## src/rtl/fifo_word_unpacker_pkg.sv

```systemverilog
// Shared types and width derivation for the FIFO word unpacker.
package fifo_word_unpacker_pkg;

    localparam int DEF_IW = 32;
    localparam int DEF_OW = 8;

    typedef enum logic {
        ST_IDLE  = 1'b0,
        ST_SHIFT = 1'b1
    } state_t;

    typedef struct packed {
        logic [DEF_OW-1:0] data;
        logic              last;
    } beat_t;

    function automatic int calc_nsub(input int iw, input int ow);
        return iw / ow;
    endfunction

    function automatic int calc_lgsub(input int nsub);
        return $clog2(nsub);
    endfunction

endpackage

```

## src/rtl/fifo_word_unpacker.sv

```systemverilog
// Purpose: pops IW-bit FIFO words, emits OW-bit beats MSB-first (UNPACK_LSB_FIRST_EN: LSB-first).
// Latency: first beat valid the cycle after the pop; one beat/clock, no bubble between words.
// Backpressure: beats held stable while !i_ready; no pop until the last beat is accepted.
module fifo_word_unpacker
    import fifo_word_unpacker_pkg::*;
#(
    parameter int IW = DEF_IW,
    parameter int OW = DEF_OW
) (
    input  logic          i_clk,
    input  logic          i_reset,
    input  logic          i_fifo_empty,
    input  logic [IW-1:0] i_fifo_data,
    output logic          o_fifo_rd,
    output logic          o_valid,
    input  logic          i_ready,
    output logic [OW-1:0] o_data,
    output logic          o_last,
    output logic          o_busy
);

    localparam int NSUB  = calc_nsub(IW, OW);
    localparam int LGSUB = calc_lgsub(NSUB);

    state_t           state, state_n;
    logic [IW-1:0]    sreg, sreg_n, sreg_shifted;
    logic [LGSUB-1:0] cnt, cnt_n;
    logic             r_valid, xfer, ld, cnt_zero;

    assign r_valid  = (state == ST_SHIFT);
    assign cnt_zero = (cnt == '0);
    assign xfer     = r_valid && i_ready;
    // Gating with reset keeps the FIFO from being popped in the reset cycle.
    assign ld       = !i_reset && !i_fifo_empty && (!r_valid || (xfer && cnt_zero));

`ifdef UNPACK_LSB_FIRST_EN
    assign sreg_shifted = {{OW{1'b0}}, sreg[IW-1:OW]};
    assign o_data       = sreg[OW-1:0];
`else
    assign sreg_shifted = {sreg[IW-OW-1:0], {OW{1'b0}}};
    assign o_data       = sreg[IW-1 -: OW];
`endif

    assign o_fifo_rd = ld;
    assign o_valid   = r_valid;
    assign o_last    = r_valid && cnt_zero;
    assign o_busy    = r_valid || !i_fifo_empty;

    always_ff @(posedge i_clk) begin
        if (i_reset) begin
            state <= ST_IDLE;
            sreg  <= '0;
            cnt   <= '0;
        end else begin
            state <= state_n;
            sreg  <= sreg_n;
            cnt   <= cnt_n;
        end
    end

    always_comb begin
        state_n = state;
        sreg_n  = sreg;
        cnt_n   = cnt;
        case (state)
            ST_IDLE: begin
                if (ld) begin
                    sreg_n  = i_fifo_data;
                    cnt_n   = LGSUB'(NSUB - 1);
                    state_n = ST_SHIFT;
                end
            end
            ST_SHIFT: begin
                if (xfer) begin
                    if (!cnt_zero) begin
                        sreg_n = sreg_shifted;
                        cnt_n  = cnt - LGSUB'(1);
                    end else if (ld) begin
                        sreg_n = i_fifo_data;
                        cnt_n  = LGSUB'(NSUB - 1);
                    end else begin
                        state_n = ST_IDLE;
                    end
                end
            end
            default: state_n = ST_IDLE;
        endcase
    end

endmodule

```

## config.mk

```make
export PLATFORM = sky130hd
export DESIGN_NAME = fifo_word_unpacker
export DESIGN_NICKNAME = d
export VERILOG_FILES = /design/src/rtl/fifo_word_unpacker_pkg.sv /design/src/rtl/fifo_word_unpacker.sv
export SDC_FILE = /design/constraint.sdc
export NUM_CORES = 1
export LEC_CHECK = 0
export ABC_AREA = 1
export BUFFER_PORTS_ARGS = -buffer_cell sky130_fd_sc_hd__buf_2
export CAP_MARGIN = 20
export CELL_PAD_IN_SITES_DETAIL_PLACEMENT = 1
export CELL_PAD_IN_SITES_GLOBAL_PLACEMENT = 2
export CORE_ASPECT_RATIO = 0.5
export CORE_MARGIN = 1.5
export CORE_UTILIZATION = 29
export DETAILED_ROUTE_END_ITERATION = 10
export GPL_ROUTABILITY_DRIVEN = 0
export GPL_TIMING_DRIVEN = 0
export PLACE_DENSITY_LB_ADDON = 0.1
export SYNTH_ARGS = -nofsm -noshare
export SYNTH_HDL_FRONTEND = slang
export SYNTH_SLANG_ARGS = --single-unit
```

## constraint.sdc

```tcl
create_clock -name i_clk -period 2.3 [get_ports i_clk]
set_input_delay 0 -clock i_clk [delete_from_list [all_inputs] [get_ports i_clk]]
set_output_delay 0 -clock i_clk [all_outputs]
set_load 0.01 [all_outputs]
```

## Yosys cells after proc, flatten, opt, wreduce, memory -nomap -nowiden

Cells that the tools add are included.

| operators by class | value |
|---|---|
| $add $sub $neg | 1 |
| $mul | 0 |
| divide/modulo/power cells | 0 |
| magnitude comparators | 0 |
| equality and inequality tests | 1 |
| shifts and indexed selects | 0 |
| mux-type cells | 12 |
| bitwise logic cells | 1 |
| reductions and logical operators | 11 |

Operators by type and width:

| operator | number |
|---|---|
| two-way mux 32 bit | 3 |
| case mux 32 bit (2 select lines) | 1 |
| two-way mux 2 bit | 3 |
| logical AND 1 bit | 5 |
| case mux 2 bit (2 select lines) | 1 |
| logical NOT 1 bit | 3 |
| two-way mux 1 bit | 3 |
| logical NOT 2 bit | 1 |
| logical OR 1 bit | 2 |
| inequality test 2 x 1 -> 1 bit (second input constant) | 1 |
| case mux 1 bit (2 select lines) | 1 |
| subtractor 2 x 1 -> 2 bit (second input constant) | 1 |
| NOT 1 bit | 1 |

| word-level totals | value |
|---|---|
| register bits | 35 |
| bits in latches | 0 |
| memory bits (writable) | 0 |
| ROM bits | 0 |
| input bits | 36 |
| logic and storage cells | 29 |
| memories kept | 0 |

## Logic depth before layout (Yosys ltp)

Gate-level depths: netlist (run 1).

| logic depth | value |
|---|---|
| depth in word-level cells | 8 |
| depth in mapped cells | 10 |
| depth with buffers taken out | 8 |

## Worst setup path before layout (run 1)

No wires, ideal clock.

| timing | value |
|---|---|
| path kind | register to register |
| from | register state (netlist: o_valid) |
| to | register sreg[26] |
| arrival time | 1106 ps |
| required time | 2172 ps |
| slack | 1067 ps |
| cell stages (with the launch flop) | 9 |
| path buffers | 1 |
| cells stage by stage | dfxtp_1 nand2_2 nand2_2 inv_4 buf_6 nand2_1 nand2_1 nor2_1 nor2_1 |

| between the ends | value |
|---|---|
| cells in the longest elaborated chain, start to end | 8 |
| elaborated cells on any way between the ends | 11 |
| classes of those cells | eq/ne (1); mux (4); bitwise (1); reduce/logical (5) |

Ends and longest elaborated chain:

| what | line | RTL |
|---|---|---|
| from (decl) | fifo_word_unpacker.sv:25 | `state_t state, state_n;` |
| from (signal assigned) | fifo_word_unpacker.sv:55 | `state <= state_n;` |
| logical AND 1 bit | fifo_word_unpacker.sv:32 | `assign xfer = r_valid && i_ready;` |
| logical AND 1 bit | fifo_word_unpacker.sv:34 | `assign ld = !i_reset && !i_fifo_empty && (!r_valid \|\| (xfer && cnt_zero));` |
| logical OR 1 bit | fifo_word_unpacker.sv:34 |  |
| logical AND 1 bit | fifo_word_unpacker.sv:34 |  |
| two-way mux 32 bit (3 in a row) | - |  |
| case mux 32 bit (2 select lines) | fifo_word_unpacker.sv:65 | `case (state)` |
| to (signal assigned) | fifo_word_unpacker.sv:56 | `sreg <= sreg_n;` |
| to (decl) | fifo_word_unpacker.sv:26 | `logic [IW-1:0] sreg, sreg_n, sreg_shifted;` |

Parallel ways exist; a longest one is shown, timed or not. The select of a mux whose other input is x is not followed.
A chain may end at the register's enable or synchronous reset.

## Final worst setup path (run 1)

| timing | value |
|---|---|
| from | register state (netlist: o_valid) |
| to | output port o_fifo_rd |

| between the ends | value |
|---|---|
| cells in the longest elaborated chain, start to end | 4 |
| elaborated cells on any way between the ends | 5 |
| classes of those cells | reduce/logical (5) |

Ends and longest elaborated chain:

| what | line | RTL |
|---|---|---|
| logical AND 1 bit | fifo_word_unpacker.sv:32 |  |
| logical AND 1 bit | fifo_word_unpacker.sv:34 |  |
| logical OR 1 bit (*) | fifo_word_unpacker.sv:34 |  |
| logical AND 1 bit (*) | fifo_word_unpacker.sv:34 |  |
| to (decl) | fifo_word_unpacker.sv:14 | `output logic o_fifo_rd,` |

Every way passes the cells marked *; elsewhere a longest branch is shown, timed or not.

==> impl_metrics.json, run 1 <==
{
  "cts_tree": "done",
  "clk-insertion-delay-late_ns": 0.28,
  "synthXorXnorAreaFrac_pct": 0,
  "fin_crit_sh_pct": 65.1,
  "cp_slowest_cell": "dfxtp_1",
  "min_path_type": "primary input to flop",
  "end_kind": "primary output",
  "grt_pass1_vias": 1954,
  "drive_gt1_share_pct": 21.0,
  "synth_compound_area_share_pct": 7.26,
  "place_area_um2": 2330,
  "drv_slew": 0,
  "crit_arrival_ns": 1.50,
  "port_buffers": 46,
  "yosysWarnings": 0,
  "cp_num_cells": 5,
  "cts.reportedPaths.clkPinSlew_ns": 0.05,
  "ys_ff_latch": 35,
  "dp_hpwl_um": 4690,
  "grt.overflow.total": 0,
  "synth.area.mux_share_pct": 0,
  "grt_max_degree": 11,
  "grt_use_met1_pct": 26.0,
  "synth_top_family_by_area": "simple AND/OR/NAND/NOR gates",
  "failed_checks": "hold timing",
  "maxCapViolations": 0,
  "power.total_w": 0.00168,
  "path_max_fanout": 10,
  "use_met3_pct": 4.17,
  "finalClockSkew_ns": 0.00299,
  "critical_path_class": "flop to primary output",
  "ctsLongestPathBuffers": 2,
  "cp.buffers_inverters": 3,
  "tns_ns": 0,
  "cts_root_buf": "clkbuf_16",
  "ir_drop_v": 0.000313,
  "clkSinkCount": 35,
  "ys_seq_area_share_pct": 35.3,
  "min_period_ns": 1.50,
  "cp.required_ns": 2.30,
  "remaining_drc_errors": 0,
  "synth_area_um2": 1980,
  "min_to": "sreg[5]",
  "synth-simple-area-share_pct": 42.6,
  "finalNetCount": 426,
  "detail-route-antenna-nets": 0,
  "setup_viol": 0,
  "synth_area_leader_cell": "dfxtp_1",
  "area_growth_syn_to_layout_pct": 26.2,
  "coreArea_um2": 6650,
  "dieArea_um2": 7370,
  "grt_busiest_layer": "met2",
  "holdWs_ns": -0.000602,
  "totalWireLength_um": 6360,
  "numCtsBuffers": 5,
  "grt_first_pass_wirelength_um": 10000,
  "worst_slew_pin_slew_ns": 0.647,
  "routed_via_density": 4.42,
  "place_ws_ns": 0.857,
  "grtUsageMet2_pct": 27.9,
  "worstSetupStartpointType": "flop",
  "boundaryPins": 48,
  "initial_utilization_pct": 29.8,
  "grt.total_usage_pct": 18.2,
  "r2r-start": "o_valid",
  "yosys-top-cells-area": "dfxtp_1 35%, nand2_1 28%, nor2_1 8.1%",
  "drtPass1Iterations": 4,
  "cp_cell_sequence": "nand2_2 -> nand3_1 -> buf_2 -> inv_1 -> buf_2",
  "leakagePower_nw": 1.36,
  "path_delay_family": "flip-flops",
  "antenna_found_initial": 0,
  "slew_headroom_pct": 56.9,
  "die_y_um": 61.5,
  "r2r_end": "sreg[9]",
  "regToRegSetupSlack_ns": 0.87,
  "dieWidth_um": 120,
  "power.density_nw_per_um2": 672,
  "synth_top_area_share_pct": 35.3,
  "fmax_mhz": 668,
  "n_antenna_cell": 0,
  "outcome": "complete, but fails checks",
  "synth_fa_ha_area_share_pct": 0,
  "rows": 21,
  "wire_per_inst_um": 13.2,
  "stdcell_area_um2": 2500,
  "cp_slowest_stage_delay_ns": 0.46,
  "synth_area_per_cell_um2": 5.94,
  "whs_path_depth": 5,
  "min_from": "i_fifo_data[5]",
  "cp_common_cell": "buf_2",
  "via_count": 2130,
  "synth_cell_types": 22,
  "rsz0062_at_grt": "false",
  "drt_iter0_drc": 73,
  "finalHoldViolations": 1,
  "synth_nets": 370,
  "layout_commonest_cell": "nand2_1",
  "setup_slack_ns": 0.802,
  "num-fill-cells": 911,
  "final_cell_mix": "150 x nand2_1, 54 x buf_2, 43 x nor2_1",
  "syn_inst": 334,
  "cts_max_level": 2,
  "reg2regPathDepth": 5
}
## what timing repair did
| action | 4_1_cts | 5_1_grt |
|---|---|---|
| resized for setup | 0 | 0 |
| hold buffers | 3 | 0 |
| hold endpoints to repair | 3 | 0 |
| setup buffers | 0 | 0 |
## how the worst max path moves through the flow
stage	startpoint	to	slack (ns)
floorplan	o_valid	sreg[26]	1.07
global placement	o_valid	sreg[22]	0.87
detailed placement	o_valid	sreg[9]	0.86
CTS	o_valid	o_fifo_rd	0.78
global route	o_valid	o_fifo_rd	0.65
finish	o_valid	o_fifo_rd	0.80
## report_power, final
part / internal (W) / total [W] / switching [W] / leakage (nW)
clock network: 0.000423 / 0.000687 / 0.000264 / 0.0727
registers: 0.000654 / 0.000686 / 0.0000320 / 0.287
logic: 0.000119 / 0.000308 / 0.000189 / 1.00
## per-stage QoR
step	util [%]	std cells
finish	37.6	482
CTS	37.6	482
global route	37.6	482
global placement	35.0	472
floorplan	-	334
detailed placement	35.0	472
## cell usage after synthesis (all sizes together)
cell	number
nand2	152
nor2	45
inv	38
dfxtp	35
buf	20
o21ai	15
nand3	7
nand4	7
a21oi	6
clkbuf	3
a21boi	2
a31oi	2
and3	1
nor3	1
## registers in the layout (all words and copies together), names as in the netlist
register	cells
cnt	2
o_valid	1
sreg	32
## cell type report
cell class                      instances  area [µm²]  share of cell area [%]
Inverter                               38         145                    5.80
Timing Repair Buffer                   49         260                    10.4
Sequential cell                        35         701                    28.0
Multi-Input combinational cell        238         988                    39.5
Buffer                                 23         149                    5.95
Clock buffer                            6         139                    5.55
Clock inverter                          1        5.00                   0.200
Tap cell                               92         115                    4.60
## routing by layer
layer  wire length (µm)  vias up  part of all wire, %
met4                 55        0                 0.87
met5                  0        -                    0
li1                   -     1110                    -
met3                338        7                  5.3
met1               3320      971                   52
met2               2640       42                   42
## tightest hold or removal path, delay by kind of cell
kind	cells	cell delay (ns)
simple gates	3	0.13
buf+inv	2	0.12
## cells by family after synthesis
logic type / after synthesis
AO/OA/AOI/OAI: 25
flip-flops: 35
buffers and inverters: 61
AND/OR/NAND/NOR: 213
Note: power is estimated with default switching activity, not from simulation.
==> inputs of run 2 (changes only) <==
ABC_AREA = 0   (was 1)
CORE_UTILIZATION = 31   (was 29)
clock period = 1.4 ns   (was 2.3 ns; I/O delays follow)
==> run 2 against run 1 <==
The flow finishes with violations (setup timing). Clock-buffer cell count increased by 2. Non-clock buffer count grew 25. First-iteration DRC count fell by 5.5%. Power grew 77%. Clock skew is 0.0024 ns higher. Critical path depth decreased by 1. Via count down 4.8%. Highest routed layer unchanged.
==> impl_metrics.json, run 2 <==
{
  "n_antenna_cell": 0,
  "initial_utilization_pct": 32.7,
  "ys_seq_area_share_pct": 34.7,
  "clkSinkCount": 35,
  "coreArea_um2": 6180,
  "synth.area.mux_share_pct": 9.48,
  "grt.total_usage_pct": 20.9,
  "end_kind": "primary output",
  "cp_cell_sequence": "or3b_4 -> a21o_4 -> clkinv_8 -> buf_6",
  "remaining_drc_errors": 0,
  "dieWidth_um": 117,
  "stdcell_area_um2": 2830,
  "syn_inst": 230,
  "multiInputGateArea_um2": 1220,
  "fin_crit_sh_pct": 104,
  "via_count": 2028,
  "leakagePower_nw": 1.37,
  "cp_num_cells": 4,
  "synth_top_area_share_pct": 34.7,
  "synthFlopType": "dfxtp_1",
  "synth-simple-area-share_pct": 15.1,
  "area_growth_syn_to_layout_pct": 40.0,
  "rows": 20,
  "num-fill-cells": 765,
  "power.density_nw_per_um2": 1050,
  "largest_register": "sreg",
  "critical_path_class": "flop to primary output",
  "power.total_w": 0.00298,
  "grt_pass1_vias": 2100,
  "drive_gt1_share_pct": 40.3,
  "outcome": "complete, but fails checks",
  "grt_first_pass_wirelength_um": 10800,
  "cp_slowest_cell": "or3b_4",
  "totalWireLength_um": 6860,
  "slew_headroom_pct": 59.3,
  "synth_fa_ha_area_share_pct": 0,
  "maxCapViolations": 0,
  "dp_hpwl_um": 4650,
  "cp.buffers_inverters": 2,
  "place_ws_ns": -0.251,
  "cts.reportedPaths.clkPinSlew_ns": 0.06,
  "path_max_fanout": 7,
  "reg2regPathDepth": 4,
  "synth_top_family_by_area": "compound AO/OA/AOI/OAI gates",
  "synth_async_sr_flop_share_pct": 0,
  "synth_common_cells": "36 x o21ai_0, 35 x dfxtp_1, 19 x a21oi_1, 18 x nor2b_1",
  "layout_commonest_cell": "buf_2",
  "routed_via_density": 5.16,
  "synthXorXnorAreaFrac_pct": 0,
  "synth_area_per_cell_um2": 8.78,
  "dieArea_um2": 7040,
  "ir_drop_v": 0.000458,
  "setup_slack_ns": -0.0598,
  "synth_nets": 266,
  "wire_per_inst_um": 17.5,
  "boundaryPins": 48,
  "cp_slowest_stage_delay_ns": 0.42,
  "post-synth-top-count-cell": "o21ai_0",
  "synth_area_leader_cell": "dfxtp_1",
  "fmax_mhz": 685,
  "finalNonFillerCells": 393,
  "crit_path_start": "cnt[1]",
  "setup_viol": 12,
  "port_buffers": 47,
  "min_path_type": "primary input to flop",
  "die_y_um": 60.1,
  "largest_reg_flops": 32,
  "cts_max_level": 2,
  "path_delay_family": "simple AND/OR/NAND/NOR gates",
  "r2r_end": "sreg[2]",
  "worstSetupStartpointType": "flop",
  "cts_tree": "done",
  "min_period_ns": 1.46,
  "register_area_um2": 709,
  "cp.required_ns": 1.40,
  "ctsLongestPathBuffers": 2,
  "cts_root_buf": "clkbuf_16",
  "antenna_found_initial": 0,
  "numCtsBuffers": 5,
  "finalHoldViolations": 0,
  "tns_ns": -0.334,
  "clk-insertion-delay-late_ns": 0.28,
  "synth_compound_area_share_pct": 31.7,
  "dp_cells": 365,
  "place_area_um2": 2360,
  "yosysWarnings": 0,
  "rsz0062_at_grt": "true",
  "regToRegSetupSlack_ns": -0.04,
  "finalClockSkew_ns": 0.00541,
  "yosys-top-cells-area": "dfxtp_1 35%, mux2_2 9.5%, o21ai_0 8.9%",
  "r2r-start": "cnt[1]",
  "failed_checks": "setup timing",
  "finalNetCount": 340,
  "cp-endpoint": "o_fifo_rd",
  "drv_slew": 0,
  "final_cell_mix": "51 x buf_2, 36 x o21ai_0, 32 x dfxtp_1",
  "detail-route-antenna-nets": 0,
  "ys_ff_latch": 35,
  "grt_max_degree": 11,
  "crit_arrival_ns": 1.46,
  "synth_area_um2": 2020,
  "synth_edf_count": 0,
  "grt.overflow.total": 0,
  "drt_iter0_drc": 69,
  "drtPass1Iterations": 4,
  "synth_cell_types": 31,
  "worst_slew_pin_slew_ns": 0.610
}
==> run 2: through the flow <==
stage | util, % | hold slack, ns
6_report | 45.7 | 0.00730
5_1_grt | 45.7 | 0.0131
4_1_cts | 44.2 | 0.00680
3_5_place_dp | 38.3 | 0.236
3_3_place_gp | 38.3 | 0.224
2_1_floorplan | - | 0.139
==> run 2: how the worst min path moves through the flow <==
stage | cells after the start | start | slack (ns) | end
floorplan | 1 | i_fifo_data[12] | 0.14 | sreg[12]
global route | 3 | i_fifo_data[5] | 0.01 | sreg[5]
global placement | 2 | i_fifo_data[30] | 0.22 | sreg[30]
CTS | 3 | i_fifo_data[2] | 0.007 | sreg[2]
finish | 3 | i_fifo_data[2] | 0.007 | sreg[2]
detailed placement | 2 | i_fifo_data[29] | 0.24 | sreg[29]
==> run 2: cell families after synthesis <==
logic type	Yosys count
AOI/OAI and AO/OA	95
buffers and inverters	33
DFF	35
and+or+nand+nor	50
muxes	17
==> run 2: final cells by class <==
class / count / share of cell area [%]
inverter: 3 / 0.974
multi-input combinational: 162 / 43.1
clock buffer: 8 / 5.53
buffer: 26 / 5.44
timing repair buffer: 71 / 16.0
sequential: 35 / 25.1
tap: 88 / 3.90
==> run 2: metal layers <==
| metal | vias up | global-route usage (%) | routed length [µm] |
|---|---|---|---|
| li1 | 984 | - | - |
| met1 | 990 | 30.1 | 3520 |
| met2 | 48 | 32.4 | 2990 |
| met3 | 6 | 4.06 | 282 |
| met4 | 0 | 5.16 | 63 |
| met5 | - | 0 | 0 |
==> run 2: worst reg2reg max path: cells and delay by family (launching register included) <==
kind	cells	cell delay (ns)
flip-flops	1	0.37
buffers and inverters	1	0.18
AO/OA/AOI/OAI	2	0.40
AND/OR/NAND/NOR	1	0.42
==> run 2: report_power, final <==
part	switching (W)	internal, W
logic	0.000314	0.000317
registers	0.0000751	0.00108
clock network	0.000431	0.000758
==> run 2: what timing repair did <==
action                                  4_1_cts  5_1_grt
buffers inserted                              6        6
hold endpoints to repair                     12        0
resized for setup                            18       18
pin swaps                                     2        8
endpoints found under the setup margin       36       36
hold buffers                                 12        0
